**src/rtl/req_gnt_arb_pkg.sv**
```systemverilog
// Shared types, limits and helpers for the round-robin req/gnt arbiter.
// Optional assertions in the top are enabled by defining REQ_GNT_ARB_ASSERT_EN.
package req_gnt_arb_pkg;

   typedef enum logic [1:0] {
      IDLE = 2'd0,
      GNT  = 2'd1,
      HOLD = 2'd2
   } arb_state_e;

   localparam int MAX_REQ  = 16;
   localparam int MAX_ID_W = 4;

   // OR-encoder: exact for one-hot input, returns 0 for an all-zero vector.
   function automatic logic [MAX_ID_W-1:0] onehot_to_idx(input logic [MAX_REQ-1:0] oh);
      logic [MAX_ID_W-1:0] idx;
      idx = '0;
      for (int i = 0; i < MAX_REQ; i++) begin
         if (oh[i]) begin
            idx = idx | MAX_ID_W'(i);
         end
      end
      return idx;
   endfunction

endpackage

```
**src/rtl/rr_priority_sel.sv**
```systemverilog
// Combinational round-robin picker: first set candidate at or after ptr+1,
// wrapping modulo NUM_REQ.
module rr_priority_sel
   import req_gnt_arb_pkg::*;
#(
   parameter int NUM_REQ = 4,
   parameter int ID_W    = $clog2(NUM_REQ)
) (
   input  logic [NUM_REQ-1:0] cand,
   input  logic [ID_W-1:0]    ptr,
   output logic               valid,
   output logic [ID_W-1:0]    idx,
   output logic [NUM_REQ-1:0] onehot
);

   logic [ID_W-1:0] pos;

   always_comb begin
      onehot = '0;
      valid  = 1'b0;
      pos    = '0;
      for (int k = 0; k < NUM_REQ; k++) begin
         pos = ID_W'((int'(ptr) + 1 + k) % NUM_REQ);
         if (!valid && cand[pos]) begin
            onehot[pos] = 1'b1;
            valid       = 1'b1;
         end
      end
   end

   assign idx = ID_W'(onehot_to_idx(MAX_REQ'(onehot)));

endmodule

```
**src/rtl/req_gnt_arbiter.sv**
```systemverilog
// Round-robin req/gnt pulse arbiter with a post-grant hold window.
// Define REQ_GNT_ARB_ASSERT_EN to embed protocol and starvation assertions.
module req_gnt_arbiter
   import req_gnt_arb_pkg::*;
#(
   parameter int NUM_REQ  = 4,
   parameter int HOLD_CYC = 1,
   parameter int ID_W     = $clog2(NUM_REQ)
) (
   input  logic               clk_ip,
   input  logic               reset_n_ip,
   input  logic [NUM_REQ-1:0] req_ip,
   output logic [NUM_REQ-1:0] gnt_op,
   output logic [ID_W-1:0]    gnt_id_op,
   output logic               busy_op,
   output logic [NUM_REQ-1:0] pend_op
);

   localparam logic [3:0]      HOLD_M1  = (HOLD_CYC > 0) ? 4'(HOLD_CYC - 1) : 4'd0;
   localparam logic [ID_W-1:0] PTR_INIT = ID_W'(NUM_REQ - 1);

   arb_state_e          state_q, state_d;
   logic [3:0]          cnt_q, cnt_d;
   logic [ID_W-1:0]     ptr_q, ptr_d;
   logic [NUM_REQ-1:0]  pend_q, pend_d;
   logic [NUM_REQ-1:0]  gnt_q, gnt_d;
   logic [ID_W-1:0]     gnt_id_q, gnt_id_d;

   logic [NUM_REQ-1:0]  cand;
   logic                sel_valid;
   logic [ID_W-1:0]     sel_idx;
   logic [NUM_REQ-1:0]  sel_onehot;
   logic                issue;

   // Fresh requests compete only in IDLE; otherwise they wait in pend.
   assign cand = (state_q == IDLE) ? (pend_q | req_ip) : pend_q;

   rr_priority_sel #(
      .NUM_REQ (NUM_REQ),
      .ID_W    (ID_W)
   ) u_sel (
      .cand   (cand),
      .ptr    (ptr_q),
      .valid  (sel_valid),
      .idx    (sel_idx),
      .onehot (sel_onehot)
   );

   always_comb begin
      state_d  = state_q;
      cnt_d    = cnt_q;
      ptr_d    = ptr_q;
      gnt_d    = '0;
      gnt_id_d = gnt_id_q;
      issue    = 1'b0;
      case (state_q)
         IDLE: begin
            if (sel_valid) begin
               issue    = 1'b1;
               gnt_d    = sel_onehot;
               gnt_id_d = sel_idx;
               ptr_d    = sel_idx;
               state_d  = GNT;
            end
         end
         GNT: begin
            if (HOLD_CYC == 0) begin
               state_d = IDLE;
            end else begin
               cnt_d   = HOLD_M1;
               state_d = HOLD;
            end
         end
         HOLD: begin
            if (cnt_q == 4'd0) begin
               state_d = IDLE;
            end else begin
               cnt_d = cnt_q - 4'd1;
            end
         end
         default: state_d = IDLE;
      endcase
      // A request during its own GNT cycle is kept as a new pending entry.
      pend_d = (pend_q | req_ip) & ~(issue ? sel_onehot : '0);
   end

   always_ff @(posedge clk_ip or negedge reset_n_ip) begin
      if (!reset_n_ip) begin
         state_q  <= IDLE;
         cnt_q    <= 4'd0;
         ptr_q    <= PTR_INIT;
         pend_q   <= '0;
         gnt_q    <= '0;
         gnt_id_q <= '0;
      end else begin
         state_q  <= state_d;
         cnt_q    <= cnt_d;
         ptr_q    <= ptr_d;
         pend_q   <= pend_d;
         gnt_q    <= gnt_d;
         gnt_id_q <= gnt_id_d;
      end
   end

   assign gnt_op    = gnt_q;
   assign gnt_id_op = gnt_id_q;
   assign busy_op   = (state_q != IDLE);
   assign pend_op   = pend_q;

`ifdef REQ_GNT_ARB_ASSERT_EN
   localparam int STARVE_CYC = NUM_REQ * (HOLD_CYC + 2);

   a_gnt_onehot: assert property (@(posedge clk_ip) disable iff (!reset_n_ip)
      $onehot0(gnt_op))
      else $display("@%0dns a_gnt_onehot Failed", $time);

   a_gnt_pulse: assert property (@(posedge clk_ip) disable iff (!reset_n_ip)
      (gnt_op != '0) |=> (gnt_op == '0))
      else $display("@%0dns a_gnt_pulse Failed", $time);

   for (genvar i = 0; i < NUM_REQ; i++) begin : g_port_chk
      a_gnt_src: assert property (@(posedge clk_ip) disable iff (!reset_n_ip)
         gnt_op[i] |-> $past(pend_q[i] | req_ip[i]))
         else $display("@%0dns a_gnt_src Failed", $time);

      a_no_starve: assert property (@(posedge clk_ip) disable iff (!reset_n_ip)
         req_ip[i] |-> ##[1:STARVE_CYC] gnt_op[i])
         else $display("@%0dns a_no_starve Failed", $time);
   end
`endif

endmodule
```
**config.mk**
```make
export PLATFORM = sky130hd
export DESIGN_NAME = req_gnt_arbiter
export DESIGN_NICKNAME = d
export VERILOG_FILES = /design/src/rtl/req_gnt_arb_pkg.sv /design/src/rtl/rr_priority_sel.sv /design/src/rtl/req_gnt_arbiter.sv
export SDC_FILE = /design/constraint.sdc
export NUM_CORES = 1
export LEC_CHECK = 0
export ABC_AREA = 1
export BUFFER_PORTS_ARGS = -buffer_cell sky130_fd_sc_hd__buf_2
export CAP_MARGIN = 25
export CORE_ASPECT_RATIO = 0.9
export CORE_UTILIZATION = 35
export CTS_BUF_LIST = sky130_fd_sc_hd__clkbuf_2
export DETAILED_ROUTE_END_ITERATION = 7
export PLACE_DENSITY = 0.56
export SYNTH_ARGS = -nofsm -noshare
export SYNTH_HDL_FRONTEND = slang
export SYNTH_HIERARCHICAL = 1
export SYNTH_SLANG_ARGS = --single-unit
```
**constraint.sdc**
```tcl
create_clock -name clk_ip -period 5.3 [get_ports clk_ip]
set_clock_uncertainty 0.2 [all_clocks]
set_input_delay 1.06 -clock clk_ip [delete_from_list [all_inputs] [get_ports clk_ip]]
set_output_delay 1.06 -clock clk_ip [all_outputs]
set_load 0.02 [all_outputs]
```
After elaboration in Yosys (flattened, before gate mapping):

Index checks and enable logic that the tools add are counted.

* muxes and demuxes: 38
* $add $sub $neg: 5
* magnitude comparators: 8
* bitwise gates (word level): 6
* equal/unequal tests: 5
* reduce and logical (&&, ||, !) cells: 17

Operator list (number)
* 2-to-1 mux 4 bit: 9
* bitwise OR 4 bit: 4
* 2-to-1 mux 1 bit: 15
* < comparator 2 x 3 -> 1 bit, second input constant: 4
* binary-select mux 1 bit (select 2 bit): 4
* demux 1 bit (select 2 bit): 4
* greater-or-equal comparator 2 x 1 -> 1 bit, second input constant: 4
* 2-to-1 mux 2 bit: 4
* one-hot mux 4 bit (2 select lines): 1
* logical AND 1 bit: 7
* inequality test 2 bit, second input constant: 3
* one-hot mux 2 bit (3 select lines): 1
* AND reduction 2 bit: 3
* adder 2 x 1 -> 2 bit, second input constant: 2
* adder 2 bit, second input constant: 2
* AND 4 bit: 1
* logical NOT 4 bit: 1
* NOT 4 bit: 1
* nonzero test 2 bit: 2
* subtractor 4 x 1 -> 4 bit, second input constant: 1
* logical NOT 1 bit: 3
* == test 2 x 1 -> 1 bit, second input constant: 1
* == test 2 bit, second input constant: 1
* logical NOT 2 bit: 1

* output and inout bits: 11
* input port bits: 6
* word-level logic and storage cells: 85
* flip-flop bits (word level): 18

Logic depth before layout (Yosys ltp):

* word-level depth: 19
* depth in mapped cells: 16
* mapped depth without buffers: 16

Hierarchy:

Netlist, hierarchy kept.

Modules (own cells, without submodules)
* req_gnt_arbiter: times used 1, seq. area each 452.9 um2, cells each 83, area each 758.2 um2
* rr_priority_sel: times used 1, seq. area each 0.0 um2, cells each 85, area each 461.7 um2

Worst setup path after synthesis:

Ideal clock, no wire load.

* kind: input to register
* from: input req_ip[1]
* to: register pend_q[0] (netlist: pend_op[0])
* library setup time: 0.122 ns
* data required time: 4.978 ns
* path slack: 2.834 ns
* path buffers: 0
* cell stages on the path: 12
* arrival time: 2.144 ns
* cells stage by stage: inv_1 o21ai_1 inv_1 nand2_1 nand3_1 nand2_1 nand4_2 or2_0 nand2_1 nand2_1 nor2_1 a21oi_1

* elaborated cells on any way between the ends: 32
* those cells by class: 20 x mux; 6 x bitwise; 6 x reduce/logical

RTL lines
* start, declared: RTL line req_gnt_arbiter.sv:12 `input logic [NUM_REQ-1:0] req_ip,`
* bitwise OR 4 bit (*): RTL line req_gnt_arbiter.sv:36 `assign cand = (state_q == IDLE) ? (pend_q | req_ip) : pend_q;`
* 2-to-1 mux 4 bit (*): RTL line req_gnt_arbiter.sv:36
* named net cand[1]: RTL line req_gnt_arbiter.sv:29 `logic [NUM_REQ-1:0] cand;`
* binary-select mux 1 bit (select 2 bit): RTL line rr_priority_sel.sv:24 `if (!valid && cand[pos]) begin`
* 2-to-1 mux 1 bit (implied by the code): RTL line rr_priority_sel.sv:24
* 2-to-1 mux 1 bit: RTL line rr_priority_sel.sv:24
* logical NOT 1 bit: RTL line rr_priority_sel.sv:24
* logical AND 1 bit: RTL line rr_priority_sel.sv:24
* [4 not listed]
* logical NOT 1 bit: RTL line rr_priority_sel.sv:24
* logical AND 1 bit: RTL line rr_priority_sel.sv:24
* 2-to-1 mux 4 bit (*): RTL line rr_priority_sel.sv:24
* named net sel_onehot[0]: RTL line req_gnt_arbiter.sv:32 `logic [NUM_REQ-1:0] sel_onehot;`
* 2-to-1 mux 4 bit (*): RTL line req_gnt_arbiter.sv:84 `pend_d = (pend_q | req_ip) & ~(issue ? sel_onehot : '0);`
* NOT 4 bit (*): RTL line req_gnt_arbiter.sv:84
* AND 4 bit (*): RTL line req_gnt_arbiter.sv:84
* named net pend_d[0]: RTL line req_gnt_arbiter.sv:25 `logic [NUM_REQ-1:0] pend_q, pend_d;`
* end signal, assigned: RTL line req_gnt_arbiter.sv:99 `pend_q <= pend_d;`
* end, declared: RTL line req_gnt_arbiter.sv:25

Mark *: on every way through the listed nets, which the timed path passes. The rest lies on a longest branch. The select of a mux whose other input is x is not followed.
A chain may end at the register's enable or synchronous reset.

Final worst setup path:

* from: register ptr_q[0]
* to: register pend_q[1] (netlist: pend_op[1])

* elaborated cells on any way between the ends: 54
* those cells by class: 4 x add/sub; 8 x order compare; 27 x mux; 5 x bitwise; 10 x reduce/logical

RTL lines
* start, declared: RTL line req_gnt_arbiter.sv:24 `logic [ID_W-1:0] ptr_q, ptr_d;`
* start signal, assigned: RTL line req_gnt_arbiter.sv:98 `ptr_q <= ptr_d;`
* adder 2 x 1 -> 2 bit (*): RTL line rr_priority_sel.sv:23 `pos = ID_W'((int'(ptr) + 1 + k) % NUM_REQ);`
* parallel branches: the longest is 11 deep, another holds < comparator 2 x 3 -> 1 bit
* 2-to-1 mux 4 bit (*): RTL line rr_priority_sel.sv:24
* named net sel_onehot[1]: RTL line req_gnt_arbiter.sv:32
* 2-to-1 mux 4 bit (*): RTL line req_gnt_arbiter.sv:84
* NOT 4 bit (*): RTL line req_gnt_arbiter.sv:84
* AND 4 bit (*): RTL line req_gnt_arbiter.sv:84
* named net pend_d[1]: RTL line req_gnt_arbiter.sv:25

Mark *: on every way through the listed nets, which the timed path passes. The select of a mux whose other input is x is not followed.

==> impl_metrics.py <==
metrics = {
    "status": {
        "run_status": "finished, final reports clean",
    },
    "synth": {
        "ys.warnings.count": 6,
        "synth_area_per_cell_um2": 7.261,
        "synth_nets": 181,
        "ys_seq_area_frac": 0.3713,
        "syn_inst": 168,
        "synth_area_leaders": "dfrtp_1 33%, nand2_1 15%, inv_1 8.9%",
        "synth-seq-cells": 18,
        "synth_top_area_frac": 0.3282,
        "synth_cell_types": 23,
        "synth_area_um2": 1220,
        "yosys.area.top_type": "dfrtp_1",
    },
    "detailed_routing": {
        "wl_per_cell_um": 10.37,
        "firstDrtPassIters": 4,
        "route.detailed.drc": 0,
        "ant_nets": 0,
        "via_per_inst": 4.613,
        "vias": 1061,
        "drt_iter0_markers": 57,
        "routed_wl_mm": 2.385,
    },
    "global_routing": {
        "overflow": 0,
        "track_usage": 0.1510,
        "antenna_found_initial": 0,
        "grt_pass1_vias": 985,
        "grt_max_degree": 19,
        "grt_pass1_wl_mm": 4.284,
    },
    "floorplanning": {
        "dieArea_um2": 3726,
        "die-height_um": 58.01,
        "core_area_um2": 3186,
        "die_w_um": 64.23,
        "num_rows": 19,
        "start_util": 0.3830,
        "io_pins": 17,
    },
    "power": {
        "ir_worst_vdd_v": 0.0002256,
        "power_density_nw_per_um2": 639.1,
        "p_total_mw": 0.8764,
        "p_leak_nw": 0.7850,
    },
    "placement": {
        "io_buffers": 16,
        "dpl.hpwl_mm": 1.928,
        "gp_congestion": 0.9303,
    },
    "sta": {
        "drv_slew": 0,
        "setup-violations-final": 0,
        "tightest_slew_ns": 0.3898,
        "hold_violations": 0,
        "slew_headroom": 0.7401,
        "period_needed_ns": 2.601,
        "post-route-period-util": 0.4907,
        "rsz0062_at_grt": "false",
        "fmax_ghz": 0.3845,
        "tns_ns": 0,
    },
    "final_layout": {
        "nets": 202,
        "regArea_um2": 452.9,
        "fillerInstances": 323,
        "drive_gt1_frac": 0.2181,
        "antenna_cells": 0,
        "final_util": 0.4305,
        "multi_input_area_um2": 643.1,
        "syn2layout_area_growth_pct": 12.41,
    },
    "clocking": {
        "cts_tree": "yes",
        "cts_resized": 0,
        "clk_latency_ns": 0.29,
        "h-tree-depth": 1,
        "worst_setup_hold_path_clk_slew_ns": 0.16,
        "max-clock-path-buffers": 2,
        "cts_inserted_buffers": 3,
        "clkSinkCount": 18,
        "cts_hold_buffers": 0,
        "root_buffer": "clkbuf_2",
        "post_cts.repair.setup_buffers": 0,
    },
    "critical_path": {
        "cp-start-kind": "flop",
        "cp.arrival_ns": 2.60,
        "end_kind": "flop",
        "r2r_cells": 14,
        "r2r-start": "ptr_q[0]$_DFFE_PN1N_",
        "critical_path_class": "flop to flop",
        "worstReg2RegEnd": "pend_op[1]$_DFF_PN0_",
        "required_ns": 5.30,
        "cp_max_fo": 10,
        "rrSetupSlack_ns": 2.70,
    },
    "hold_path": {
        "hold_class": "flop to flop",
        "min_to": "cnt_q[0]$_DFFE_PN0P_",
        "hp-start": "cnt_q[0]$_DFFE_PN0P_",
        "min_delay_path_depth": 1,
    },
    "run": {
        "maxCapViolCount": 0,
    },
}
==> through the flow <==
step	setup slack, ns	hold slack, ns	instance area [um2]	std cells
6_report	2.699	0.2814	1371	230
5_1_grt	2.498	0.3233	1371	230
4_1_cts	2.727	0.2863	1371	230
3_5_place_dp	2.529	0.2645	1353	226
3_3_place_gp	2.539	0.2635	1353	226
2_1_floorplan	2.834	0.2459	1220	168
==> cell families after synthesis <==
kind of cell / Yosys count / synth area share
compound gates: 14 / 0.06154
xor+xnor: 1 / 0.007181
buf+inv: 33 / 0.1015
flops: 18 / 0.3713
fa+ha+maj: 7 / 0.07179
simple gates: 95 / 0.3867
==> cell type report <==
type                    instances  share of cell area
clock buffers                   3             0.01095
clock inverters                 1            0.002737
inverters                      33             0.09033
multi-input cells             117              0.4690
flip-flops and latches         18              0.3303
well taps                      42             0.03832
repair buffers                 16             0.05839
==> per-layer routing <==
layer  share of wire  wire length [um]  up-vias  track usage
met3           0.070               166        4      0.04921
met1            0.48              1155      467       0.1936
met2            0.44              1038       34       0.2523
met4           0.010                24        0      0.02857
li1                -                 -      556            -
met5               0                 0        -            0
==> where the power goes <==
part / internal (mW) / switching (mW) / leakage (nW)
sequential: 0.187 / 0.0348 / 0.218
clock: 0.0164 / 0.0397 / 0.0140
combinational: 0.192 / 0.407 / 0.553
total: 0.395 / 0.481 / 0.785
==> synth_stat cells <==
cell type  instances
a21oi_1            5
a21oi_2            1
dfrtp_1           16
dfstp_2            2
ha_1               7
inv_1             29
inv_2              4
nand2_1           49
nand2_2            5
nand2_4            2
nand3_1           16
nand3_2            1
nand3_4            2
nand4_1            1
nand4_2            1
nor2_1            13
nor2_2             2
nor2_4             2
o21ai_0            1
o21ai_1            6
o22ai_1            1
or2_0              1
xor2_1             1
==> critical path: stages, from the launching register on <==
cell,delay [ns]
dfstp_2,0.67
inv_2,0.14
ha_1,0.40
inv_1,0.14
nand3_4,0.11
nand2_4,0.12
nand2_2,0.08
nor2_4,0.12
nand2_1,0.06
nand2_1,0.09
nor2_1,0.06
inv_1,0.05
nand2_1,0.04
nor2_1,0.17
a21oi_1,0.06
==> layout by cell type (no fill, tap or decap), types with 4 or more instances in the layout <==
cell type  Yosys  routed
inv_1         29      29
dfrtp_1       16      16
ha_1           7       7
nand2_2        5       5
inv_2          4       4
o21ai_1        6       6
nand3_1       16      16
nand2_1       49      49
buf_2          0      16
a21oi_1        5       5
nor2_1        13      13
==> sequential cells by signal, indices dropped and copies added (netlist names) <==
register and flops:
cnt_q 4, gnt_op 4, pend_op 4, gnt_id_op 2, ptr_q 2, state_q 2
==> how the worst max path moves through the flow <==
stage / startpoint / to / cells past startpoint / slack [ns]
global route: ptr_q[0]$_DFFE_PN1N_ / pend_op[1]$_DFF_PN0_ / 14 / 2.50
detailed placement: req_ip[1] / pend_op[1]$_DFF_PN0_ / 14 / 2.53
global placement: req_ip[1] / pend_op[2]$_DFF_PN0_ / 16 / 2.54
CTS: ptr_q[0]$_DFFE_PN1N_ / pend_op[1]$_DFF_PN0_ / 14 / 2.73
floorplan: req_ip[1] / pend_op[0]$_DFF_PN0_ / 12 / 2.83
finish: ptr_q[0]$_DFFE_PN1N_ / pend_op[1]$_DFF_PN0_ / 14 / 2.70
(Power assumes the default switching activity.)
